File: config.mk
export PLATFORM = sky130hd
export DESIGN_NAME = uc_sweep_ctrl_flat
export DESIGN_NICKNAME = d
export VERILOG_FILES = /design/src/rtl/uc_ctrl_pkg.sv /design/src/rtl/uc_sweep_ctrl_if.sv /design/src/rtl/uc_iq_accum.sv /design/src/rtl/uc_sweep_ctrl.sv /design/src/flat_wrapper.sv
export SDC_FILE = /design/constraint.sdc
export NUM_CORES = 1
export LEC_CHECK = 0
export BUFFER_PORTS_ARGS = -buffer_cell sky130_fd_sc_hd__buf_4
export CORE_MARGIN = 1
export CORE_UTILIZATION = 25
export CTS_CLUSTER_DIAMETER = 200
export DETAILED_ROUTE_END_ITERATION = 7
export GPL_ROUTABILITY_DRIVEN = 0
export MAX_ROUTING_LAYER = met4
export SLEW_MARGIN = 10
export SYNTH_ARGS = -nofsm -noshare
export SYNTH_HDL_FRONTEND = slang
export SYNTH_HIERARCHICAL = 1
export SYNTH_SLANG_ARGS = --single-unit
File: constraint.sdc
create_clock -name sys_clk -period 9.5 [get_ports sys_clk]
set_input_delay 1.9 -clock sys_clk [delete_from_list [all_inputs] [get_ports sys_clk]]
set_output_delay 1.9 -clock sys_clk [all_outputs]
set_load 0.03 [all_outputs]
File: src/rtl/uc_ctrl_pkg.sv
`default_nettype none
// ============================================================================
// Module      : uc_ctrl_pkg
// Description : Shared types and default widths for the uberClock sweep
//               controller and its I/Q accumulator.
// Revision    : 1.0 - initial release
// ============================================================================
package uc_ctrl_pkg;

  // Default widths: phase increment (NCO), I/Q sample, counters
  localparam int c_pw_default = 19;
  localparam int c_dw_default = 16;
  localparam int c_cw_default = 16;

  // Accumulator width large enough that CW-bit counts of DW-bit samples never wrap
  function automatic int acc_width(input int dw, input int cw);
    return dw + cw;
  endfunction

  // Sweep sequencer states
  typedef enum logic [2:0] {
    ST_IDLE   = 3'd0,
    ST_SETTLE = 3'd1,
    ST_DWELL  = 3'd2,
    ST_STORE  = 3'd3,
    ST_DONE   = 3'd4
  } sweep_state_t;

endpackage
`default_nettype wire

File: src/rtl/uc_sweep_ctrl_if.sv
`default_nettype none
// ============================================================================
// Module      : uc_sweep_ctrl_if
// Description : Per-point result channel (valid/ready) from the sweep
//               sequencer to the CPU/CSR layer.
// Revision    : 1.0 - initial release
// ============================================================================
interface uc_sweep_ctrl_if
  import uc_ctrl_pkg::*;
#(
  parameter int AW = acc_width(c_dw_default, c_cw_default),
  parameter int CW = c_cw_default
) ();

  logic                 res_valid;
  logic                 res_ready;
  logic signed [AW-1:0] res_x_sum;
  logic signed [AW-1:0] res_y_sum;
  logic [CW-1:0]        res_index;

  // Producer side: the sweep sequencer
  modport master (
    output res_valid,
    output res_x_sum,
    output res_y_sum,
    output res_index,
    input  res_ready
  );

  // Consumer side: CSR bridge / CPU
  modport slave (
    input  res_valid,
    input  res_x_sum,
    input  res_y_sum,
    input  res_index,
    output res_ready
  );

endinterface
`default_nettype wire

File: src/rtl/uc_iq_accum.sv
`default_nettype none
// ============================================================================
// Module      : uc_iq_accum
// Description : Signed dual (I/Q) accumulator with synchronous clear,
//               enable and a sample counter. Exposes the look-ahead sums
//               (current total plus the present sample) so a consumer can
//               capture the final total on the same edge as the last add.
// Revision    : 1.0 - initial release
// ============================================================================
module uc_iq_accum
  import uc_ctrl_pkg::*;
#(
  parameter int DW = c_dw_default,
  parameter int CW = c_cw_default,
  parameter int AW = acc_width(DW, CW)
) (
  input  wire logic                 sys_clk,
  input  wire logic                 rst,
  input  wire logic                 clear,
  input  wire logic                 en,
  input  wire logic signed [DW-1:0] sample_x,
  input  wire logic signed [DW-1:0] sample_y,
  output logic signed [AW-1:0]      x_sum_next,
  output logic signed [AW-1:0]      y_sum_next,
  output logic [CW-1:0]             count
);

  logic signed [AW-1:0] r_x_sum;
  logic signed [AW-1:0] r_y_sum;
  logic [CW-1:0]        r_count;
  logic signed [AW-1:0] w_x_ext;
  logic signed [AW-1:0] w_y_ext;

  assign w_x_ext    = {{(AW-DW){sample_x[DW-1]}}, sample_x};
  assign w_y_ext    = {{(AW-DW){sample_y[DW-1]}}, sample_y};
  assign x_sum_next = r_x_sum + w_x_ext;
  assign y_sum_next = r_y_sum + w_y_ext;
  assign count      = r_count;

  // Running sums and sample count; clear wins over enable
  always_ff @(posedge sys_clk or posedge rst) begin
    if (rst) begin
      r_x_sum <= '0;
      r_y_sum <= '0;
      r_count <= '0;
    end else if (clear) begin
      r_x_sum <= '0;
      r_y_sum <= '0;
      r_count <= '0;
    end else if (en) begin
      r_x_sum <= x_sum_next;
      r_y_sum <= y_sum_next;
      r_count <= r_count + CW'(1);
    end
  end

endmodule
`default_nettype wire

File: src/rtl/uc_sweep_ctrl.sv
`default_nettype none
// ============================================================================
// Module      : uc_sweep_ctrl
// Description : Frequency-sweep sequencer. Steps the down-conversion phase
//               increment through a programmed list of points, discards a
//               settle window of decimated samples, integrates a dwell
//               window of I/Q and hands each sum out over valid/ready.
// Revision    : 1.0 - initial release
// ============================================================================
module uc_sweep_ctrl
  import uc_ctrl_pkg::*;
#(
  parameter int PW = c_pw_default,
  parameter int DW = c_dw_default,
  parameter int CW = c_cw_default,
  parameter int AW = acc_width(DW, CW)
) (
  input  wire logic                 sys_clk,
  input  wire logic                 rst,
  input  wire logic                 start,
  input  wire logic                 abort,
  input  wire logic [PW-1:0]        cfg_start_inc,
  input  wire logic [PW-1:0]        cfg_step_inc,
  input  wire logic [CW-1:0]        cfg_n_points,
  input  wire logic [CW-1:0]        cfg_settle,
  input  wire logic [CW-1:0]        cfg_dwell,
  input  wire logic                 ce_down,
  input  wire logic signed [DW-1:0] sample_x,
  input  wire logic signed [DW-1:0] sample_y,
  output logic [PW-1:0]             phase_inc_down,
  output logic                      busy,
  output logic                      done,
  uc_sweep_ctrl_if.master           res
);

  sweep_state_t r_state;
  sweep_state_t w_state_nxt;

  // Configuration captured at start so CPU writes mid-sweep are harmless
  logic [PW-1:0] r_step;
  logic [CW-1:0] r_n_points;
  logic [CW-1:0] r_settle;
  logic [CW-1:0] r_dwell;

  logic [CW-1:0] r_index;
  logic [PW-1:0] r_phase_inc;
  logic [CW-1:0] r_settle_cnt;
  logic          r_busy;
  logic          r_done;

  logic                 r_res_valid;
  logic signed [AW-1:0] r_res_x;
  logic signed [AW-1:0] r_res_y;
  logic [CW-1:0]        r_res_index;

  logic                 w_load_cfg;
  logic                 w_acc_clear;
  logic                 w_acc_en;
  logic                 w_settle_inc;
  logic                 w_capture;
  logic                 w_xfer;
  logic                 w_advance;
  logic [CW-1:0]        w_dwell_eff;
  logic signed [AW-1:0] w_acc_x_next;
  logic signed [AW-1:0] w_acc_y_next;
  logic [CW-1:0]        w_acc_cnt;

  // A dwell of zero would never complete; integrate at least one sample
  assign w_dwell_eff = (r_dwell == '0) ? CW'(1) : r_dwell;

  uc_iq_accum #(
    .DW (DW),
    .CW (CW),
    .AW (AW)
  ) u_accum (
    .sys_clk    (sys_clk),
    .rst        (rst),
    .clear      (w_acc_clear),
    .en         (w_acc_en),
    .sample_x   (sample_x),
    .sample_y   (sample_y),
    .x_sum_next (w_acc_x_next),
    .y_sum_next (w_acc_y_next),
    .count      (w_acc_cnt)
  );

  // State register
  always_ff @(posedge sys_clk or posedge rst) begin
    if (rst) r_state <= ST_IDLE;
    else     r_state <= w_state_nxt;
  end

  // Next-state decode and per-cycle datapath strobes; abort overrides everything
  always_comb begin
    w_state_nxt  = r_state;
    w_load_cfg   = 1'b0;
    w_acc_clear  = 1'b0;
    w_acc_en     = 1'b0;
    w_settle_inc = 1'b0;
    w_capture    = 1'b0;
    w_xfer       = 1'b0;
    w_advance    = 1'b0;
    if (abort) begin
      w_state_nxt = ST_IDLE;
      w_acc_clear = 1'b1;
    end else begin
      case (r_state)
        ST_IDLE, ST_DONE: begin
          if (start) begin
            w_load_cfg  = 1'b1;
            w_acc_clear = 1'b1;
            w_state_nxt = (cfg_n_points == '0) ? ST_DONE : ST_SETTLE;
          end
        end
        ST_SETTLE: begin
          if (r_settle == '0) begin
            w_state_nxt = ST_DWELL;
          end else if (ce_down) begin
            if (r_settle_cnt + CW'(1) == r_settle) w_state_nxt = ST_DWELL;
            else                                   w_settle_inc = 1'b1;
          end
        end
        ST_DWELL: begin
          if (ce_down) begin
            w_acc_en = 1'b1;
            if (w_acc_cnt + CW'(1) == w_dwell_eff) begin
              w_capture   = 1'b1;
              w_state_nxt = ST_STORE;
            end
          end
        end
        ST_STORE: begin
          // res_valid is high for the whole of STORE, so ready alone completes the transfer
          if (res.res_ready) begin
            w_xfer      = 1'b1;
            w_acc_clear = 1'b1;
            if (r_index == r_n_points - CW'(1)) begin
              w_state_nxt = ST_DONE;
            end else begin
              w_advance   = 1'b1;
              w_state_nxt = ST_SETTLE;
            end
          end
        end
        default: w_state_nxt = ST_IDLE;
      endcase
    end
  end

  // Configuration latch, point index and phase-increment stepping
  always_ff @(posedge sys_clk or posedge rst) begin
    if (rst) begin
      r_step      <= '0;
      r_n_points  <= '0;
      r_settle    <= '0;
      r_dwell     <= '0;
      r_index     <= '0;
      r_phase_inc <= '0;
    end else if (w_load_cfg) begin
      r_step     <= cfg_step_inc;
      r_n_points <= cfg_n_points;
      r_settle   <= cfg_settle;
      r_dwell    <= cfg_dwell;
      r_index    <= '0;
      // An empty sweep leaves the receiver where it was
      if (cfg_n_points != '0) r_phase_inc <= cfg_start_inc;
    end else if (w_advance) begin
      r_index     <= r_index + CW'(1);
      r_phase_inc <= r_phase_inc + r_step;
    end
  end

  // Settle tick counter; restarts whenever SETTLE is not the current state
  always_ff @(posedge sys_clk or posedge rst) begin
    if (rst)                      r_settle_cnt <= '0;
    else if (w_settle_inc)        r_settle_cnt <= r_settle_cnt + CW'(1);
    else if (r_state != ST_SETTLE) r_settle_cnt <= '0;
  end

  // Result holding registers and valid flag
  always_ff @(posedge sys_clk or posedge rst) begin
    if (rst) begin
      r_res_valid <= 1'b0;
      r_res_x     <= '0;
      r_res_y     <= '0;
      r_res_index <= '0;
    end else if (abort) begin
      r_res_valid <= 1'b0;
      r_res_x     <= '0;
      r_res_y     <= '0;
    end else if (w_capture) begin
      r_res_valid <= 1'b1;
      r_res_x     <= w_acc_x_next;
      r_res_y     <= w_acc_y_next;
      r_res_index <= r_index;
    end else if (w_xfer) begin
      r_res_valid <= 1'b0;
    end
  end

  // Registered status flags derived from the upcoming state
  always_ff @(posedge sys_clk or posedge rst) begin
    if (rst) begin
      r_busy <= 1'b0;
      r_done <= 1'b0;
    end else begin
      r_busy <= (w_state_nxt == ST_SETTLE) || (w_state_nxt == ST_DWELL) ||
                (w_state_nxt == ST_STORE);
      r_done <= (w_state_nxt == ST_DONE);
    end
  end

  assign phase_inc_down = r_phase_inc;
  assign busy           = r_busy;
  assign done           = r_done;
  assign res.res_valid  = r_res_valid;
  assign res.res_x_sum  = r_res_x;
  assign res.res_y_sum  = r_res_y;
  assign res.res_index  = r_res_index;

endmodule
`default_nettype wire

File: src/flat_wrapper.sv
// flat-port wrapper written by rule: the top's interface ports become plain ports
module uc_sweep_ctrl_flat import uc_ctrl_pkg::*;
#(
  parameter int PW = c_pw_default,
  parameter int DW = c_dw_default,
  parameter int CW = c_cw_default,
  parameter int AW = acc_width(DW, CW)
)
  (sys_clk, rst, start, abort, cfg_start_inc, cfg_step_inc, cfg_n_points, cfg_settle, cfg_dwell, ce_down, sample_x, sample_y, phase_inc_down, busy, done, res_res_valid, res_res_x_sum, res_res_y_sum, res_res_index, res_res_ready);
  uc_sweep_ctrl_if #(.AW(AW), .CW(CW)) res_i ();
  input  wire logic sys_clk;
  input  wire logic rst;
  input  wire logic start;
  input  wire logic abort;
  input  wire logic [PW-1:0] cfg_start_inc;
  input  wire logic [PW-1:0] cfg_step_inc;
  input  wire logic [CW-1:0] cfg_n_points;
  input  wire logic [CW-1:0] cfg_settle;
  input  wire logic [CW-1:0] cfg_dwell;
  input  wire logic ce_down;
  input  wire logic signed [DW-1:0] sample_x;
  input  wire logic signed [DW-1:0] sample_y;
  output logic [PW-1:0] phase_inc_down;
  output logic busy;
  output logic done;
  output wire logic [$bits(res_i.res_valid)-1:0] res_res_valid;
  output wire logic [$bits(res_i.res_x_sum)-1:0] res_res_x_sum;
  output wire logic [$bits(res_i.res_y_sum)-1:0] res_res_y_sum;
  output wire logic [$bits(res_i.res_index)-1:0] res_res_index;
  input wire logic [$bits(res_i.res_ready)-1:0] res_res_ready;
  assign res_res_valid = res_i.res_valid;
  assign res_res_x_sum = res_i.res_x_sum;
  assign res_res_y_sum = res_i.res_y_sum;
  assign res_res_index = res_i.res_index;
  assign res_i.res_ready = res_res_ready;
  uc_sweep_ctrl #(.PW(PW), .DW(DW), .CW(CW), .AW(AW)) u_core (.sys_clk(sys_clk), .rst(rst), .start(start), .abort(abort), .cfg_start_inc(cfg_start_inc), .cfg_step_inc(cfg_step_inc), .cfg_n_points(cfg_n_points), .cfg_settle(cfg_settle), .cfg_dwell(cfg_dwell), .ce_down(ce_down), .sample_x(sample_x), .sample_y(sample_y), .phase_inc_down(phase_inc_down), .busy(busy), .done(done), .res(res_i));
endmodule
### Word-level counts from Yosys, hierarchy flattened

Cells that the tools add are included.

* word-level logic and storage cells: 109
* flip-flop bits (word level): 284
* output and inout bits: 102
* bits of input ports: 124

* mux-type cells: 56
* bitwise operators: 1
* reductions and logical operators: 15
* eq/ne operators: 13
* add/sub/neg operators: 7

Operator list (number)
* $mux W32: 8
* $mux W16: 7
* $add A32 B16 Y32: 2
* $mux W19: 3
* $add A16 B1 Y16 const B: 3
* $eq A16 B16 Y1: 3
* $logic_not A16 Y1: 3
* $mux W3: 10
* $mux W1: 26
* $add A19 B19 Y19: 1
* $reduce_bool A16 Y1: 1
* $sub A16 B1 Y16 const B: 1
* $eq A3 B2 Y1 const B: 4
* $pmux W3 S4: 1
* $reduce_bool A2 Y1: 4
* $eq A3 B1 Y1 const B: 2
* $eq A3 B3 Y1 const B: 2
* $reduce_and A2 Y1: 2
* $logic_not A3 Y1: 1
* $ne A3 B1 Y1 const B: 1
* $reduce_bool A3 Y1: 1
* $logic_or A1 B1 Y1: 2
* $ne A2 B2 Y1 const B: 1
* $pmux W1 S2: 1
* 2 further kinds: 2

### Depth between registers and ports, before layout

Gate-level depths: netlist of the first run.

* depth in word-level cells: 10
* gate-level depth with buffers: 13
* gate-level depth less buffers: 13

### Cells and area by module

The synthesis of the first run kept the hierarchy.

By module, submodules not included
* uc_sweep_ctrl: cells an instance 1204, instances 1, seq. area each 5104.9 um^2, area an instance 11248.3 um^2
* uc_iq_accum: cells an instance 770, instances 1, seq. area each 2001.9 um^2, area an instance 6708.9 um^2

### Least setup slack after synthesis of the first run

OpenSTA, ideal clock, no wires.

* kind: input-to-reg
* from: input sample_x[0]
* to: register u_core.u_accum.r_x_sum[30]
* path buffers: 0
* required time: 9374 ps
* data arrival time: 4321 ps
* path slack: 5053 ps
* setup time: 126 ps
* stages on the path: 11
* path through: ha_1 fa_1 a21o_1 a21oi_2 o21ai_2 a31o_1 or3_4 a22oi_4 nor4_2 o311a_1 a221o_1

* cells in the longest elaborated chain, start to end: 3

RTL lines
* from (decl): RTL line flat_wrapper.sv:21 `input wire logic signed [DW-1:0] sample_x;`
* $add A32 B16 Y32: RTL line uc_iq_accum.sv:36 `assign x_sum_next = r_x_sum + w_x_ext;`
* $mux W32: RTL line uc_iq_accum.sv:50 `end else if (en) begin`
* $mux W32: RTL line uc_iq_accum.sv:46 `end else if (clear) begin`
* to (signal assigned): RTL line uc_iq_accum.sv:51 `r_x_sum <= x_sum_next;`
* to (decl): RTL line uc_iq_accum.sv:28 `logic signed [AW-1:0] r_x_sum;`

Every way passes these cells. The select of a mux whose other input is x is not followed.
A chain may end at the register's enable or synchronous reset.

### Worst setup path in the final report of the first run

* from: input abort
* to: register u_core.u_accum.r_count[15], in the netlist u_core/u_accum/count[15]

* cells in the longest elaborated chain, start to end: 2
* elaborated cells between the ends (all ways): 4
* classes of those cells: 3 x mux; 1 x reduce/logical

RTL lines
* from (decl): RTL line flat_wrapper.sv:14 `input wire logic abort;`
* $mux W1 *: RTL line uc_sweep_ctrl.sv:103 `if (abort) begin`
* via u_core.w_acc_clear: RTL line uc_sweep_ctrl.sv:57 `logic w_acc_clear;`
* $mux W16 or $reduce_bool A2 Y1 (tied branches)
* to (signal assigned): RTL line uc_iq_accum.sv:53 `r_count <= r_count + CW'(1);`
* to (decl): RTL line uc_iq_accum.sv:30 `logic [CW-1:0] r_count;`

The timed path passes the listed nets; every way through them passes the cells marked *.

==> summary.txt, run 1 <==
GRT
  – Gr usage total: 0.144
  – Antenna violations before repair: 2
  – Largest net degree at the start of global routing: just under 100
  – First-pass GRT wire length: a little over 80,000 um
  – Vias in the first global route: approximately 15,000
  – Grt ovf: 0

Yosys
  – Multiplexer share of the synthesized area: 0.0888
  – Ys flop type: dfrtp_1
  – Synth Area in Adders: 0.0626
  – Mean area per synthesized cell: around 9.1 um2
  – Xor and xnor area share after synthesis: 0.0712
  – Largest family of logic cells by synthesized area: simple AND/OR/NAND/NOR gates
  – Syn nets: 2,186
  – Yosys top cell area share: 0.396
  – Most numerous cell in the Yosys netlist: nand2_1
  – Simple-Gate Fraction of Synth Area: 0.206
  – Library cells used by synthesis: 96
  – Number of synthesized register bits: between 200 and 300
  – Fraction of registers with async set/reset: 1.00
  – Mapped Area: roughly 0.018 mm2
  – Total number of yosys warnings: 6
  – Compound-Gate Fraction of Synth Area: 0.148
  – Seq/Total Area, Yosys: 0.396
  – Top post-synthesis cells by count: 306 x nand2_1, 284 x dfrtp_1, 219 x nor2_1
  – Area contributors post-synth: dfrtp_1 40%, mux2i_1 6.9%, nand2_1 6.4%, ha_1 5.9%, nor2_1 4.6%
  – Post-synth EDFFs: 0
  – Post-Syn Instances: a little under 2,000
  – Cell accounting for the most synthesized area: dfrtp_1

Critical path
  – Slowest cell on the critical path: buf_4
  – Reg2reg setup slack: ~5.6 ns
  – Critical path fanouts, max: between 70 and 80
  – Most common cell on crit path: nor2_1
  – Crit path cell chain: buf_4 > or3b_4 > nor2_1 > nor4_1 > inv_1 > nor2_1 > nand3_1 > xor2_1 > nor2_1
  – Reg2reg end: u_core/res.res_y_sum[18]$_DFFE_PP0P_
  – Worst EP required: between 9 and 10 ns
  – CP Class: input port to flip-flop
  – Crit start category: input port
  – Crit-path max cell delay: 0.70 ns
  – Buf/Inv on CP: 2
  – Crit end category: flip-flop
  – Cell family with most CP delay: simple AND/OR/NAND/NOR gates
  – Reg2Reg Depth: 10
  – RR Startpoint: u_core/u_accum/count[0]$_DFFE_PP0P_
  – Worst path arrival time: 4.75 ns

Clock network
  – CTS Buf Count: 37
  – Clock-pin slew on the worst setup and hold paths: 0.06 ns
  – CTS tree: built
  – Resize count post-CTS: 0
  – Setup bufs post-CTS: 0
  – H-tree depth: 2
  – Clock sink count: 284
  – Clk Latency, worst-skew pair: ~0.55 ns
  – CTS root buf: clkbuf_16
  – Hold_buf cts: 0
  – Number of buffers on the longest clock path: 3

Place
  – Hpwl dp: ~37,000 um
  – Port Buffer Count: 225

Layout
  – Area Growth Syn to Fin: 22.1%
  – Nets: between 2,000 and 2,500
  – Share of cells above drive strength 1: 0.173
  – Util after Layout: 0.311

Power
  – Overall Power: between 0.003 and 0.004 W
  – Peak VDD IR: between 0.1 and 0.15 mV
  – Cell Pwr Density: 180 mW/mm2
  – Static Leak: 10.6 nW

Timing
  – Tmin final: roughly 4.3 ns
  – Max-slew headroom: 0.324
  – RSZ-0062 raised after global routing: false
  – Final Hold Viols: 0
  – FMAX: ~230 MHz
  – Clock Skew: between 0.015 and 0.02 ns
  – Final Max Slew Viols: 0
  – Slew of the pin with the lowest slew margin: ~1.0 ns
  – Setup violators final: 0
  – TNS Setup: 0 ns
  – Final Cycle Share: 0.456

Drt
  – Via density: between 4 and 5
  – Drt pass-1 iters: 5
  – DRC violations left: 0
  – Routed wire per std cell: 16.3 um
  – Total Wirelength: just over 50,000 um
  – DRT iter0 DRCs: around 910
  – Via Count: roughly 15,000
  – Post-route ant nets: 0

Job
  – Max-Cap Viols: 0

Floorplan
  – Die X: ~270 um
  – Starting Density: 0.255
  – Chip Height: approximately 270 um
  – Num rows: 97
  – Core Footprint: ~0.071 mm2
  – I/O pin count: 226
  – Die area: between 0.07 and 0.08 mm2

Worst hold path
  – Hold Path Depth: 2
  – Hold endpoint: u_core/r_step[4]$_DFFE_PP0P_
  – Hold Startpoint: u_core/r_step[4]$_DFFE_PP0P_
  – Hold/Removal Path Class: flip-flop to flip-flop

Outcome
  – Status: finished, final reports clean
## sequential cells by signal, indices dropped and copies added (netlist names)
signal / count
u_core/r_dwell: 16
u_core/r_step: 19
u_core/res.res_x_sum: 32
u_core/u_accum/r_y_sum: 32
u_core/done: 1
u_core/r_settle: 16
u_core/r_settle_cnt: 16
u_core/r_state: 3
u_core/res.res_y_sum: 32
u_core/r_n_points: 16
u_core/r_index: 16
u_core/u_accum/count: 16
u_core/phase_inc_down: 19
u_core/res.res_valid: 1
u_core/busy: 1
u_core/u_accum/r_x_sum: 32
u_core/res.res_index: 16
## cell usage in the layout (no fill, tap or decap), types with 60 or more instances in the layout
cell type	n
xor2_1	60
o21ai_0	63
dfrtp_1	284
ha_1	85
nand2_1	306
a21oi_1	104
xnor2_1	86
buf_4	239
mux2i_1	124
nor2_1	219
## worst min-delay path: stages (launching register included)
cell,delay [ns]
dfrtp_1,0.34
nand2_1,0.05
nand2_1,0.05
## logic make-up after synthesis
kind of cell / Yosys count
buffers and inverters: 120
AOI/OAI and AO/OA: 387
DFF: 284
and+or+nand+nor: 795
adders and majority gates: 88
xor gates and xnor gates: 146
muxes: 154
## layer usage
| metal | vias up | part of all wire | routed length, um | GRT usage |
|---|---|---|---|---|
| li1 | 7423 | - | - | - |
| met4 | 0 | 0.021 | 1090 | 0.0428 |
| met2 | 257 | 0.46 | 23500 | 0.223 |
| met1 | 7182 | 0.48 | 24800 | 0.194 |
| met3 | 60 | 0.034 | 1740 | 0.0215 |
| met5 | - | 0 | 0 | - |
## worst max path at each step
| stage | start | end | slack (ns) | cells past startpoint |
|---|---|---|---|---|
| 2_1_floorplan | rst | u_core/busy$_DFF_PP0_ | 2.03 | 1 |
| 3_3_place_gp | abort | u_core/u_accum/count[13]$_DFFE_PP0P_ | 4.63 | 9 |
| 6_report | abort | u_core/u_accum/count[15]$_DFFE_PP0P_ | 5.17 | 9 |
| 4_1_cts | abort | u_core/u_accum/count[15]$_DFFE_PP0P_ | 5.16 | 9 |
| 5_1_grt | abort | u_core/u_accum/count[15]$_DFFE_PP0P_ | 4.91 | 9 |
| 3_5_place_dp | abort | u_core/u_accum/count[13]$_DFFE_PP0P_ | 4.58 | 9 |
## stage by stage
| step | hold WS (ns) | std cells | cell area (um2) | setup WS (ns) |
|---|---|---|---|---|
| after floorplan | 0.447 | 1974 | 18000 | 2.03 |
| after global placement | 0.466 | 3066 | 20600 | 4.63 |
| after detailed placement | 0.467 | 3066 | 20600 | 4.58 |
| after CTS | 0.483 | 3133 | 21900 | 5.16 |
| after global routing | 0.503 | 3135 | 21900 | 4.91 |
| final | 0.478 | 3135 | 21900 | 5.17 |
## cell type report
| cell class | count | area, um2 |
|---|---|---|
| Timing Repair Buffer | 239 | 1790 |
| Sequential cell | 284 | 7110 |
| Clock buffer | 42 | 965 |
| Fill cell | 7335 | 48600 |
| Multi-Input combinational cell | 1570 | 10400 |
| Inverter | 33 | 133 |
| Tap cell | 940 | 1180 |
| Antenna cell | 2 | 5.00 |
| Clock inverter | 25 | 368 |
## where the power goes
part / total [W] / switching, W / leakage, nW / internal (W)
combinational: 0.000978 / 0.000557 / 6.13 / 0.000420
sequential: 0.00144 / 0.000123 / 3.82 / 0.00131
clock: 0.00154 / 0.000581 / 0.643 / 0.000958
(Power assumes the default switching activity.)
==> inputs of run 2 (changes only) <==
--- a/config.mk
+++ b/config.mk
@@ -5,6 +5,7 @@
 export SDC_FILE = /design/constraint.sdc
 export NUM_CORES = 1
 export LEC_CHECK = 0
+export ABC_AREA = 1
 export BUFFER_PORTS_ARGS = -buffer_cell sky130_fd_sc_hd__buf_4
 export CORE_MARGIN = 1
 export CORE_UTILIZATION = 25
==> constraint.sdc (replaced) <==
create_clock -name sys_clk -period 3.5 [get_ports sys_clk]
set_input_delay 0.7 -clock sys_clk [delete_from_list [all_inputs] [get_ports sys_clk]]
set_output_delay 0.7 -clock sys_clk [all_outputs]
set_load 0.03 [all_outputs]
==> run 2 against run 1 <==
Effect of this change:
- global-route usage grew 1.1 points
- register-to-register slack lost 5.1 ns
- setup slack lost 4.6 ns
- critical path depth grew 6
- area after synthesis grew 7.7%
- sequential power grew to 2.6 times the previous value
- core utilization shrank 0.19 points
- die area grew 7.6%
- highest routed layer unchanged
==> summary.txt, run 2 <==
GRT
  – Antenna violations before repair: 0 (-2)
  – Grt ovf: 0 (unchanged)
  – Largest net degree at the start of global routing: 126 (+29%)
  – Gr usage total: 0.155 (+0.0109)
  – First-pass GRT wire length: 94,800 um (+14%)
  – Vias in the first global route: 17,800 (+19%)

Floorplan
  – Chip Height: 280 um (+3.7%)
  – I/O pin count: 226 (unchanged)
  – Core Footprint: 0.0762 mm2 (+8.1%)
  – Starting Density: 0.254 (-0.000964)
  – Die area: 0.0784 mm2 (+7.6%)
  – Num rows: 101 (+4.1%)
  – Die X: 280 um (+3.7%)

Yosys
  – Ys flop type: dfrtp_1
  – Post-synth EDFFs: 0 (unchanged)
  – Most numerous cell in the Yosys netlist: nand2_1
  – Area contributors post-synth: dfrtp_1 37%, nand2_1 22%, inv_1 7.9%, nand3_1 6.2%, ha_1 5.5%
  – Mean area per synthesized cell: 6.70 um2 (-26%)
  – Total number of yosys warnings: 6 (unchanged)
  – Library cells used by synthesis: 48 (-50%)
  – Seq/Total Area, Yosys: 0.368 (-0.0281)
  – Mapped Area: 0.0193 mm2 (+7.7%)
  – Number of synthesized register bits: 284 (unchanged)
  – Yosys top cell area share: 0.368 (-0.0281)
  – Cell accounting for the most synthesized area: dfrtp_1
  – Syn nets: 3,098 (+42%)
  – Fraction of registers with async set/reset: 1.00 (unchanged)
  – Post-Syn Instances: 2,886 (+46%)
  – Top post-synthesis cells by count: 1,124 x nand2_1, 409 x inv_1, 284 x dfrtp_1

Drt
  – Via Count: 18,500 (+24%)
  – DRC violations left: 0 (unchanged)
  – Via density: 4.44 (-6.7%)
  – Total Wirelength: 59,600 um (+17%)
  – DRT iter0 DRCs: 1,055 (+16%)
  – Routed wire per std cell: 14.3 um (-12%)
  – Post-route ant nets: 0 (unchanged)
  – Drt pass-1 iters: 6 (+1)

Timing
  – Final Max Slew Viols: 0 (unchanged)
  – Worst Hold Slack: 0.220 ns (-0.259 ns)
  – Clock Skew: 0.0281 ns (+0.0105 ns)
  – RSZ-0062 raised after global routing: false
  – Slew of the pin with the lowest slew margin: 0.862 ns (-0.152 ns)
  – Setup violators final: 0 (unchanged)
  – Final Hold Viols: 0 (unchanged)
  – Max-slew headroom: 0.425 (+0.102)
  – FMAX: ~340 MHz
  – Tmin final: roughly 3.0 ns
  – TNS Setup: 0 ns (unchanged)
  – Final Cycle Share: 0.847

Layout
  – Cell Count, Final, Fillers Out: 4,167 (+33%)
  – Nets: 3,321 (+40%)
  – Area Growth Syn to Fin: 21.8%
  – Share of cells above drive strength 1: 0.115 (-0.0585)
  – Fillers: 8,334 (+14%)
  – Most common cell after layout, fill and taps aside: nand2_1
  – ANT cells: 0 (-2)
  – Most frequent cells in the layout: 1,124 x nand2_1, 407 x inv_1, 284 x dfrtp_1
  – Util after Layout: 0.309 (-0.00189)

Worst hold path
  – Hold/Removal Path Class: input port to async pin

Place
  – Hpwl dp: 45,200 um (+23%)
  – Port Buffer Count: 225 (unchanged)
  – Placed Cells: 4,099 (+34%)

Critical path
  – CP Class: flip-flop to flip-flop
  – Crit start category: flip-flop
  – Worst EP required: 3.94 ns (-5.98 ns)
  – Critical path fanouts, max: 17 (-78%)
  – Crit path launch: u_core/r_settle_cnt[0]$_DFFE_PP0P_
  – Reg2reg setup slack: 0.54 ns (-5.05 ns)
  – Reg2Reg Depth: 15 (+5)
  – RR Startpoint: u_core/r_settle_cnt[0]$_DFFE_PP0P_
  – Worst path arrival time: 3.40 ns (-1.35 ns)
  – Crit path to: u_core/r_settle_cnt[10]$_DFFE_PP0P_
  – Reg2reg end: u_core/r_settle_cnt[10]$_DFFE_PP0P_
  – Crit end category: flip-flop

Clock network
  – Number of buffers on the longest clock path: 3 (unchanged)
  – Setup bufs post-CTS: 0 (unchanged)
  – Clock-pin slew on the worst setup and hold paths: 0.06 ns (about the same)
  – Hold_buf cts: 0 (unchanged)
  – Clk Latency, worst-skew pair: 0.56 ns (about the same)
  – CTS tree: built
  – Resize count post-CTS: 0 (unchanged)
  – Clock sink count: 284 (unchanged)
  – CTS root buf: clkbuf_16
  – H-tree depth: 2 (unchanged)
  – CTS Buf Count: 38 (+2.7%)

Power
  – Static Leak: 12.7 nW (+20%)
  – Peak VDD IR: 0.258 mV (+140%)
  – Cell Pwr Density: 446 mW/mm2 (+150%)

Outcome
  – Status: finished, final reports clean

Job
  – Max-Cap Viols: 0 (unchanged)
## run 2: how the worst min path moves through the flow
stage | to | slack, ns
3_5_place_dp | u_core/r_step[16]$_DFFE_PP0P_ | 0.47
6_report | u_core/u_accum/count[7]$_DFFE_PP0P_ | 0.22
2_1_floorplan | u_core/r_step[0]$_DFFE_PP0P_ | 0.45
5_1_grt | u_core/u_accum/count[7]$_DFFE_PP0P_ | 0.23
4_1_cts | u_core/u_accum/r_y_sum[0]$_DFFE_PP0P_ | 0.20
3_3_place_gp | u_core/r_step[6]$_DFFE_PP0P_ | 0.46
## run 2: metrics by stage
| stage | area, um2 | power (W) | setup slack [ns] |
|---|---|---|---|
| finish | 23500 | 0.0105 | 0.537 |
| global placement | 22200 | 0.00640 | 0.628 |
| global route | 23500 | 0.0112 | 0.202 |
| floorplan | 19300 | 0.00557 | 0.156 |
| CTS | 23500 | 0.0107 | 0.538 |
| detailed placement | 22200 | 0.00642 | 0.567 |
## run 2: cell type report
cell class              count  area [um2]  area share
multi-input cells        2121       10300       0.439
clock inverters            18         248      0.0105
inverters                 416        1570      0.0667
repair buffers            248        1920      0.0817
well taps                1030        1290      0.0547
flip-flops and latches    284        7110       0.302
clock buffers              50        1070      0.0453
## run 2: power breakdown
part	internal, W	total, W	switching [W]	leakage [nW]
clock	0.00252	0.00413	0.00160	0.635
combinational	0.000935	0.00258	0.00165	8.36
sequential	0.00354	0.00379	0.000246	3.72
total	0.00700	0.0105	0.00350	12.7
## run 2: cells by family after synthesis
| group | share of synthesized area |
|---|---|
| flip-flops | 0.368 |
| AND/OR/NAND/NOR | 0.366 |
| buffers and inverters | 0.0984 |
| XOR/XNOR | 0.0311 |
| AO/OA/AOI/OAI | 0.0784 |
| adder cells (fa/ha/maj) | 0.0581 |
## run 2: layer usage
metal  GRT usage  share of wire  vias to the layer above
met1       0.199           0.46                     8465
met2       0.252           0.46                      448
li1            -              -                     9509
met5           -              0                        -
met4      0.0370          0.018                        0
met3      0.0275          0.058                       81
## run 2: worst max-delay path, cell delays in order, from the launching register on
cell and delay, ns:
dfrtp_1 0.52, ha_1 0.31, nand2_2 0.10, nor2_2 0.24
nand3_1 0.11, nand2_1 0.07, nand2_1 0.08, nand2_1 0.06
nand2_1 0.05, nor2_1 0.11, nand3_1 0.09, nor2_1 0.14
nand2_1 0.14, nand2_4 0.26, nand2_2 0.32, o21ai_0 0.26
